`config.mk`:
```
export PLATFORM = sky130hd
export DESIGN_NAME = fifo_fwft_stream_flat
export DESIGN_NICKNAME = d
export VERILOG_FILES = /design/src/rtl/fifo_fwft_stream_if.sv /design/src/rtl/fifo_fwft_stream.sv /design/src/flat_wrapper.sv
export SDC_FILE = /design/constraint.sdc
export NUM_CORES = 2
export LEC_CHECK = 0
export BUFFER_PORTS_ARGS = -buffer_cell sky130_fd_sc_hd__buf_2
export CAP_MARGIN = 20
export CORE_MARGIN = 8
export CORE_UTILIZATION = 45
export CTS_CLUSTER_SIZE = 8
export DETAILED_ROUTE_END_ITERATION = 12
export HOLD_SLACK_MARGIN = 0.15
export SLEW_MARGIN = 20
export SYNTH_ARGS = -nofsm -noshare
export SYNTH_HDL_FRONTEND = slang
export SYNTH_SLANG_ARGS = --single-unit
```
`constraint.sdc`:
```
create_clock -name clk -period 3.6 [get_ports clk]
set_input_delay 0.36 -clock clk [delete_from_list [all_inputs] [get_ports clk]]
set_output_delay 0.36 -clock clk [all_outputs]
set_load 0.05 [all_outputs]
```
`src/rtl/fifo_fwft_stream_if.sv`:
```
`default_nettype none
// +----------------------------------------------------------------------------+
// | Module  : fifo_fwft_stream_if                                              |
// | Brief   : Write-side and read-side valid/ready stream bundle for the FIFO. |
// | Revision: 1.0                                                              |
// +----------------------------------------------------------------------------+
interface fifo_fwft_stream_if #(
    parameter int DWIDTH = 16
);
    logic [DWIDTH-1:0] in_data;
    logic              in_valid;
    logic              in_ready;
    logic [DWIDTH-1:0] out_data;
    logic              out_valid;
    logic              out_ready;

    // master: the producer/consumer environment; slave: the FIFO itself
    modport master (
        output in_data, in_valid, out_ready,
        input  in_ready, out_data, out_valid
    );

    modport slave (
        input  in_data, in_valid, out_ready,
        output in_ready, out_data, out_valid
    );
endinterface
`default_nettype wire

```
`src/rtl/fifo_fwft_stream.sv`:
```
`default_nettype none
// +----------------------------------------------------------------------------+
// | Module  : fifo_fwft_stream                                                 |
// | Brief   : First-word-fall-through FIFO, valid/ready on both sides, sync-   |
// |           read RAM with output + prefetch registers, flush, thresholds.    |
// |           Define FIFO_HWM_EN to add the high_water port.                   |
// | Revision: 1.0                                                              |
// +----------------------------------------------------------------------------+
module fifo_fwft_stream #(
    parameter int DWIDTH        = 16,
    parameter int ADDR_WIDTH    = 7,
    parameter int AFULL_THRESH  = (2 ** ADDR_WIDTH) - 4,
    parameter int AEMPTY_THRESH = 2
) (
    input  wire                  clk,
    input  wire                  rst,
    input  wire                  flush,
    fifo_fwft_stream_if.slave    bus,
    output logic [ADDR_WIDTH:0]  data_count,
    output logic                 almost_full,
    output logic                 almost_empty
`ifdef FIFO_HWM_EN
    ,
    output logic [ADDR_WIDTH:0]  high_water
`endif
);

    localparam int                    c_DEPTH      = 2 ** ADDR_WIDTH;
    localparam logic [ADDR_WIDTH:0]   c_FULL_COUNT = (ADDR_WIDTH + 1)'(c_DEPTH);
    localparam logic [ADDR_WIDTH:0]   c_AFULL      = (ADDR_WIDTH + 1)'(AFULL_THRESH);
    localparam logic [ADDR_WIDTH:0]   c_AEMPTY     = (ADDR_WIDTH + 1)'(AEMPTY_THRESH);
    localparam logic [ADDR_WIDTH:0]   c_ONE        = (ADDR_WIDTH + 1)'(1);
    localparam logic [ADDR_WIDTH:0]   c_TWO        = (ADDR_WIDTH + 1)'(2);
    localparam logic [ADDR_WIDTH-1:0] c_PF_OFFSET  = ADDR_WIDTH'(2);

    generate
        if ((AFULL_THRESH > c_DEPTH) || (AEMPTY_THRESH >= c_DEPTH)) begin : g_bad_thresh
            $error("fifo_fwft_stream: threshold parameters out of range for DEPTH");
        end
    endgenerate

    // EMPTY: nothing held; ONE: head in out reg; STREAM: head + next in prefetch reg
    typedef enum logic [1:0] {
        ST_EMPTY  = 2'd0,
        ST_ONE    = 2'd1,
        ST_STREAM = 2'd2
    } state_t;

    state_t                  state_q,  state_d;
    logic [ADDR_WIDTH:0]     count_q,  count_d;
    logic [ADDR_WIDTH-1:0]   rd_ptr_q, rd_ptr_d;
    logic [ADDR_WIDTH-1:0]   wr_ptr_q, wr_ptr_d;
    logic [DWIDTH-1:0]       out_q,    out_d;
    logic [DWIDTH-1:0]       pf_q,     pf_d;

    logic [DWIDTH-1:0]       mem [c_DEPTH];

    logic                    w_push;
    logic                    w_pop;
    logic                    w_wr_en;
    logic                    w_deep;
    logic [ADDR_WIDTH-1:0]   w_pf_addr;

    assign w_push    = bus.in_valid && bus.in_ready;
    assign w_pop     = bus.out_valid && bus.out_ready;
    assign w_wr_en   = w_push && !flush;
    assign w_deep    = (count_q > c_TWO);
    // rd_ptr addresses the head; the element two behind it refills the prefetch reg
    assign w_pf_addr = rd_ptr_q + c_PF_OFFSET;

    assign bus.out_data  = out_q;
    assign bus.out_valid = (state_q != ST_EMPTY);
    assign bus.in_ready  = (count_q != c_FULL_COUNT);
    assign data_count    = count_q;
    assign almost_full   = (count_q >= c_AFULL);
    assign almost_empty  = (count_q <= c_AEMPTY);

    // Every accepted word lands in RAM, so the registers only ever cache copies
    always_ff @(posedge clk) begin
        if (w_wr_en) begin
            mem[wr_ptr_q] <= bus.in_data;
        end
    end

    always_comb begin
        count_d  = count_q;
        rd_ptr_d = rd_ptr_q;
        wr_ptr_d = wr_ptr_q;
        out_d    = out_q;
        pf_d     = pf_q;
        state_d  = state_q;

        unique case ({w_push, w_pop})
            2'b10:   count_d = count_q + c_ONE;
            2'b01:   count_d = count_q - c_ONE;
            default: count_d = count_q;
        endcase

        if (w_push) begin
            wr_ptr_d = wr_ptr_q + 1'b1;
        end
        if (w_pop) begin
            rd_ptr_d = rd_ptr_q + 1'b1;
        end

        case (state_q)
            ST_EMPTY: begin
                if (w_push) begin
                    out_d = bus.in_data;
                end
            end
            ST_ONE: begin
                if (w_push && w_pop) begin
                    out_d = bus.in_data;
                end else if (w_push) begin
                    pf_d = bus.in_data;
                end
            end
            ST_STREAM: begin
                if (w_pop) begin
                    out_d = pf_q;
                    if (w_deep) begin
                        pf_d = mem[w_pf_addr];
                    end else if (w_push) begin
                        pf_d = bus.in_data;
                    end
                end
            end
            default: begin
                out_d = out_q;
            end
        endcase

        if (count_d == '0) begin
            state_d = ST_EMPTY;
        end else if (count_d == c_ONE) begin
            state_d = ST_ONE;
        end else begin
            state_d = ST_STREAM;
        end

        // Flush wins over any handshake in the same cycle
        if (flush) begin
            count_d  = '0;
            rd_ptr_d = '0;
            wr_ptr_d = '0;
            state_d  = ST_EMPTY;
        end
    end

    always_ff @(posedge clk or posedge rst) begin
        if (rst) begin
            state_q  <= ST_EMPTY;
            count_q  <= '0;
            rd_ptr_q <= '0;
            wr_ptr_q <= '0;
            out_q    <= '0;
            pf_q     <= '0;
        end else begin
            state_q  <= state_d;
            count_q  <= count_d;
            rd_ptr_q <= rd_ptr_d;
            wr_ptr_q <= wr_ptr_d;
            out_q    <= out_d;
            pf_q     <= pf_d;
        end
    end

`ifdef FIFO_HWM_EN
    logic [ADDR_WIDTH:0] hwm_q, hwm_d;

    always_comb begin
        hwm_d = hwm_q;
        if (flush) begin
            hwm_d = '0;
        end else if (count_d > hwm_q) begin
            hwm_d = count_d;
        end
    end

    always_ff @(posedge clk or posedge rst) begin
        if (rst) begin
            hwm_q <= '0;
        end else begin
            hwm_q <= hwm_d;
        end
    end

    assign high_water = hwm_q;
`endif

    a_out_stable : assert property (
        @(posedge clk) disable iff (rst)
        (bus.out_valid && !bus.out_ready && !flush) |=> $stable(bus.out_data)
    );

endmodule
`default_nettype wire

```
`src/flat_wrapper.sv`:
```
// flat-port wrapper written by rule: the top's interface ports become plain ports
module fifo_fwft_stream_flat 
#(
    parameter int DWIDTH        = 16,
    parameter int ADDR_WIDTH    = 7,
    parameter int AFULL_THRESH  = (2 ** ADDR_WIDTH) - 4,
    parameter int AEMPTY_THRESH = 2
)
  (clk, rst, flush, data_count, almost_full, almost_empty, bus_in_data, bus_in_valid, bus_out_ready, bus_in_ready, bus_out_data, bus_out_valid);
  fifo_fwft_stream_if #(.DWIDTH(DWIDTH)) bus_i ();
  input  wire clk;
  input  wire rst;
  input  wire flush;
  output logic [ADDR_WIDTH:0] data_count;
  output logic almost_full;
  output logic almost_empty;
  input wire logic [$bits(bus_i.in_data)-1:0] bus_in_data;
  input wire logic [$bits(bus_i.in_valid)-1:0] bus_in_valid;
  input wire logic [$bits(bus_i.out_ready)-1:0] bus_out_ready;
  output wire logic [$bits(bus_i.in_ready)-1:0] bus_in_ready;
  output wire logic [$bits(bus_i.out_data)-1:0] bus_out_data;
  output wire logic [$bits(bus_i.out_valid)-1:0] bus_out_valid;
  assign bus_i.in_data = bus_in_data;
  assign bus_i.in_valid = bus_in_valid;
  assign bus_i.out_ready = bus_out_ready;
  assign bus_in_ready = bus_i.in_ready;
  assign bus_out_data = bus_i.out_data;
  assign bus_out_valid = bus_i.out_valid;
  fifo_fwft_stream #(.DWIDTH(DWIDTH), .ADDR_WIDTH(ADDR_WIDTH), .AFULL_THRESH(AFULL_THRESH), .AEMPTY_THRESH(AEMPTY_THRESH)) u_core (.clk(clk), .rst(rst), .flush(flush), .bus(bus_i), .data_count(data_count), .almost_full(almost_full), .almost_empty(almost_empty));
endmodule
```
==> impl_results.md <==
* Via count at 40900
* Worst Setup Path Type: reg2reg
* Final ANT Viol Nets at 0
* Placed Instances at 6267
* Outcome: completed
* Share of cells above drive strength 1 at 30.7%
* DIE WIDTH at 442 µm
* CP top delay family: simple AND/OR/NAND/NOR gates
* DR iter-0 viols at 4659
* Max IR drop VDD at 417 µV
* # resized after CTS at 0
* Die height at 442 µm
* Syn Std Cell Area at 0.0818 mm²
* CP max-delay cell: or4_4
* Design area at 0.0955 mm²
* Asr flop ratio synth at 2.66%
* Main synth FF type: edfxtp_1
* Leak pwr at 29.7 nW
* DP HPWL at 129000 µm
* Pwr Total at 0.0611 W
* Slew HR at 25.4%
* Worst r2r src: u_core.data_count[5]
* RSZ-0062 raised after global routing: no
* Post-DP Area at 0.0870 mm²
* CP startpoint: u_core.data_count[5]
* H-tree depth at 5
* Area contributors post-synth: edfxtp_1 (75%), mux4_2 (16%), dfrtp_1 (1.7%)
* MaxCap Viol Count at 0
* Reg-to-Reg End: u_core.state_q[0]
* FF-to-FF path depth at 13
* Leading area contributor after synthesis: edfxtp_1
* Worst-path clk slew at 0.05 ns
* IO Count at 49
* Clock Latency Late Sink at 0.91 ns
* Initial antenna violation count at 6
* Nets at 4260
* Bufs on Longest Clock Path at 4
* CP Capture Type: flop
* Seq/Total Area, Yosys at 76.9%
* CP peak stage delay at 0.55 ns
* # fillers at 13900
* Cell count along the critical path at 13
* Vias in the first global route at 41400
* Core Rows at 156
* Max Clock Freq at 0.290 GHz
* Startpoint class of the critical path: flop
* Fraction of synthesized cell area taken by the top area cell type at 75.2%
* Overflow after GRT at 0
* Largest net degree at the start of global routing at 131
* Avg WL per Cell at 32.3 µm
* Power per cell area at 640 mW/mm²
* FF-to-FF setup slack at 0.16 ns
* Post-synth cell types at 69
* Cells after Synth at 3770
* CTS tree: done
* Initial Util at 45.3%
* Worst slew pin tran at 1.12 ns
* Post-DR vias/cell at 6.13
* Final Setup Violations at 0
* Worst path cell trace: or4_4 > o41a_1 > inv_4 > ha_4 > xor2_1 > ha_2 > and3b_1 > o21ai_2 > a21oi_1 > a21oi_1 > nor4b_2 > o31a_1 > and4_1
* CP bufs+invs at 1
* Final cell count without fillers at 6668
* First-pass GRT wire length at 308000 µm
* Final hold viol count at 0
* Overall global routing resource usage at 21.6%
* Syn_area_per_cell at 21.7 µm²
* Type of the worst min-delay path: in2async
* Req. time, crit path at 4.38 ns
* CP Data Arrival Time at 4.22 ns
* Seq cells post-synth at 2104
* Clock Sink Count at 2104
* Routability congestion estimate from global placement at 0.855
* DRC Markers at 0
* Fin crit share at 95.7%
* Core Region at 0.181 mm²
* PortBufs at 48
* CTS Buf Count at 313
* Die area at 0.196 mm²
* Post-synth EDFFs at 2048
* Minimum clock period at 3.44 ns
* Clock skew at 0.0620 ns
* Ys Warns at 0
* Critical path peak fanout at 13
* Root buf cell: clkbuf_16
* Total wire length at 215000 µm
* Crit path top cell by count: a21oi_1
* Drt pass-1 iters at 6
* Synth Net Count at 3798
* Count of pins over their slew limit at 0
* Syn-to-layout area delta at 16.7%
[flip-flops by register name (all words and copies together), names as in the netlist]
signal,count
u_core.wr_ptr_q,7
u_core.data_count,8
u_core.state_q,2
u_core.pf_q,16
u_core.bus.out_data,16
u_core.mem,2048
u_core.rd_ptr_q,7
[where the power goes]
part,internal [W],switching [W],total [W]
sequential,0.0272,0.000304,0.0275
clock,0.0158,0.00964,0.0254
combinational,0.00366,0.00454,0.00820
[stage by stage]
step	utilization (%)	hold WS, ns	worst slack, ns	setup TNS [ns]
3_5_place_dp	48.1	0.552	0.172	0
5_1_grt	52.8	0.178	0.000860	0
6_report	52.8	0.136	0.156	0
3_3_place_gp	48.0	0.537	0.163	0
2_1_floorplan	-	0.459	-0.0533	-0.0533
4_1_cts	52.8	0.164	0.173	0
[layout by cell type (no fill, tap or decap), drive strengths merged, types with 5 or more instances in the layout]
cell type    netlist  layout
edfxtp          2048    2048
mux4             567     567
clkbuf            70     370
buf              146     343
nand2            253     253
nor2             180     180
mux2i             73      73
nand3             64      64
dfrtp             56      56
a21oi             32      32
a31oi             30      30
o21ai             29      29
a32oi             23      23
dlygate4sd3        0      20
o22ai             18      18
nand4             16      16
nor2b             13      13
xnor2             13      13
xor2              13      13
inv                7      12
a211oi            10      10
a221oi             8       8
and2               7       7
ha                 7       7
o211ai             6       6
and3               6       6
o31a               5       5
[cells in the mapped netlist (5+ instances only)]
master	count
a32oi_1	23
inv_1	7
nand3_1	64
o22ai_1	18
ha_1	7
clkbuf_1	70
nand4_1	16
o211ai_1	6
o31a_1	5
a211oi_1	10
nor2_1	180
o21ai_0	25
edfxtp_1	2048
dfrtp_1	56
a221oi_1	7
xnor2_1	13
a31oi_1	30
a21oi_1	31
and2_1	7
mux4_2	567
and3_1	6
mux2i_1	73
xor2_1	13
buf_2	64
buf_6	25
nor2b_1	13
buf_4	42
nand2_1	253
buf_1	14
[worst min-delay path, cell delays in order]
cell and delay [ns]:
dlygate4sd3_1 0.53, buf_2 0.12, clkinv_2 0.54
[kinds of logic after synthesis]
group                    synth area share (%)
AO/OA/AOI/OAI                            1.71
XOR/XNOR                                0.278
adder cells (fa/ha/maj)                 0.107
buffers and inverters                    1.56
flip-flops                               76.9
multiplexers                             16.5
AND/OR/NAND/NOR                          2.95
[how the worst max path moves through the flow]
stage                         to  slack, ns
2_1_floorplan  u_core.state_q[0]      -0.05
3_3_place_gp   u_core.state_q[0]       0.16
3_5_place_dp   u_core.state_q[0]       0.17
4_1_cts        u_core.state_q[0]       0.17
5_1_grt        u_core.state_q[0]     0.0009
6_report       u_core.state_q[0]       0.16
[area by class of cell]
| class | instances | area [µm²] | area share, % |
|---|---|---|---|
| antenna | 2 | 5.00 | 0.00524 |
| clock buffer | 370 | 8200 | 8.58 |
| clock inverter | 9 | 103 | 0.107 |
| inverter | 7 | 30.0 | 0.0315 |
| multi-input combinational | 1443 | 18000 | 18.8 |
| sequential | 2104 | 62900 | 65.9 |
| tap | 2370 | 2970 | 3.11 |
| timing repair buffer | 363 | 3290 | 3.45 |
[layer usage]
layer  up-vias  global-route usage [%]  wire (µm)  part of all wire [%]
li1      16600                       -          -                     -
met1     22000                    30.6      88800                    41
met2      1948                    33.8     102000                    47
met3       338                    4.95      18000                   8.4
met4         0                    6.70       6440                   3.0
met5         -                       0          0                     0
[repair_timing]
item / 4_1_cts / 5_1_grt
hold buffers: 19 / 1
endpoints found under the hold margin: 550 / 88
setup buffers: 0 / 0
endpoints found under the setup margin: 0 / 0
No activity file was read; power rests on OpenSTA's default activity.
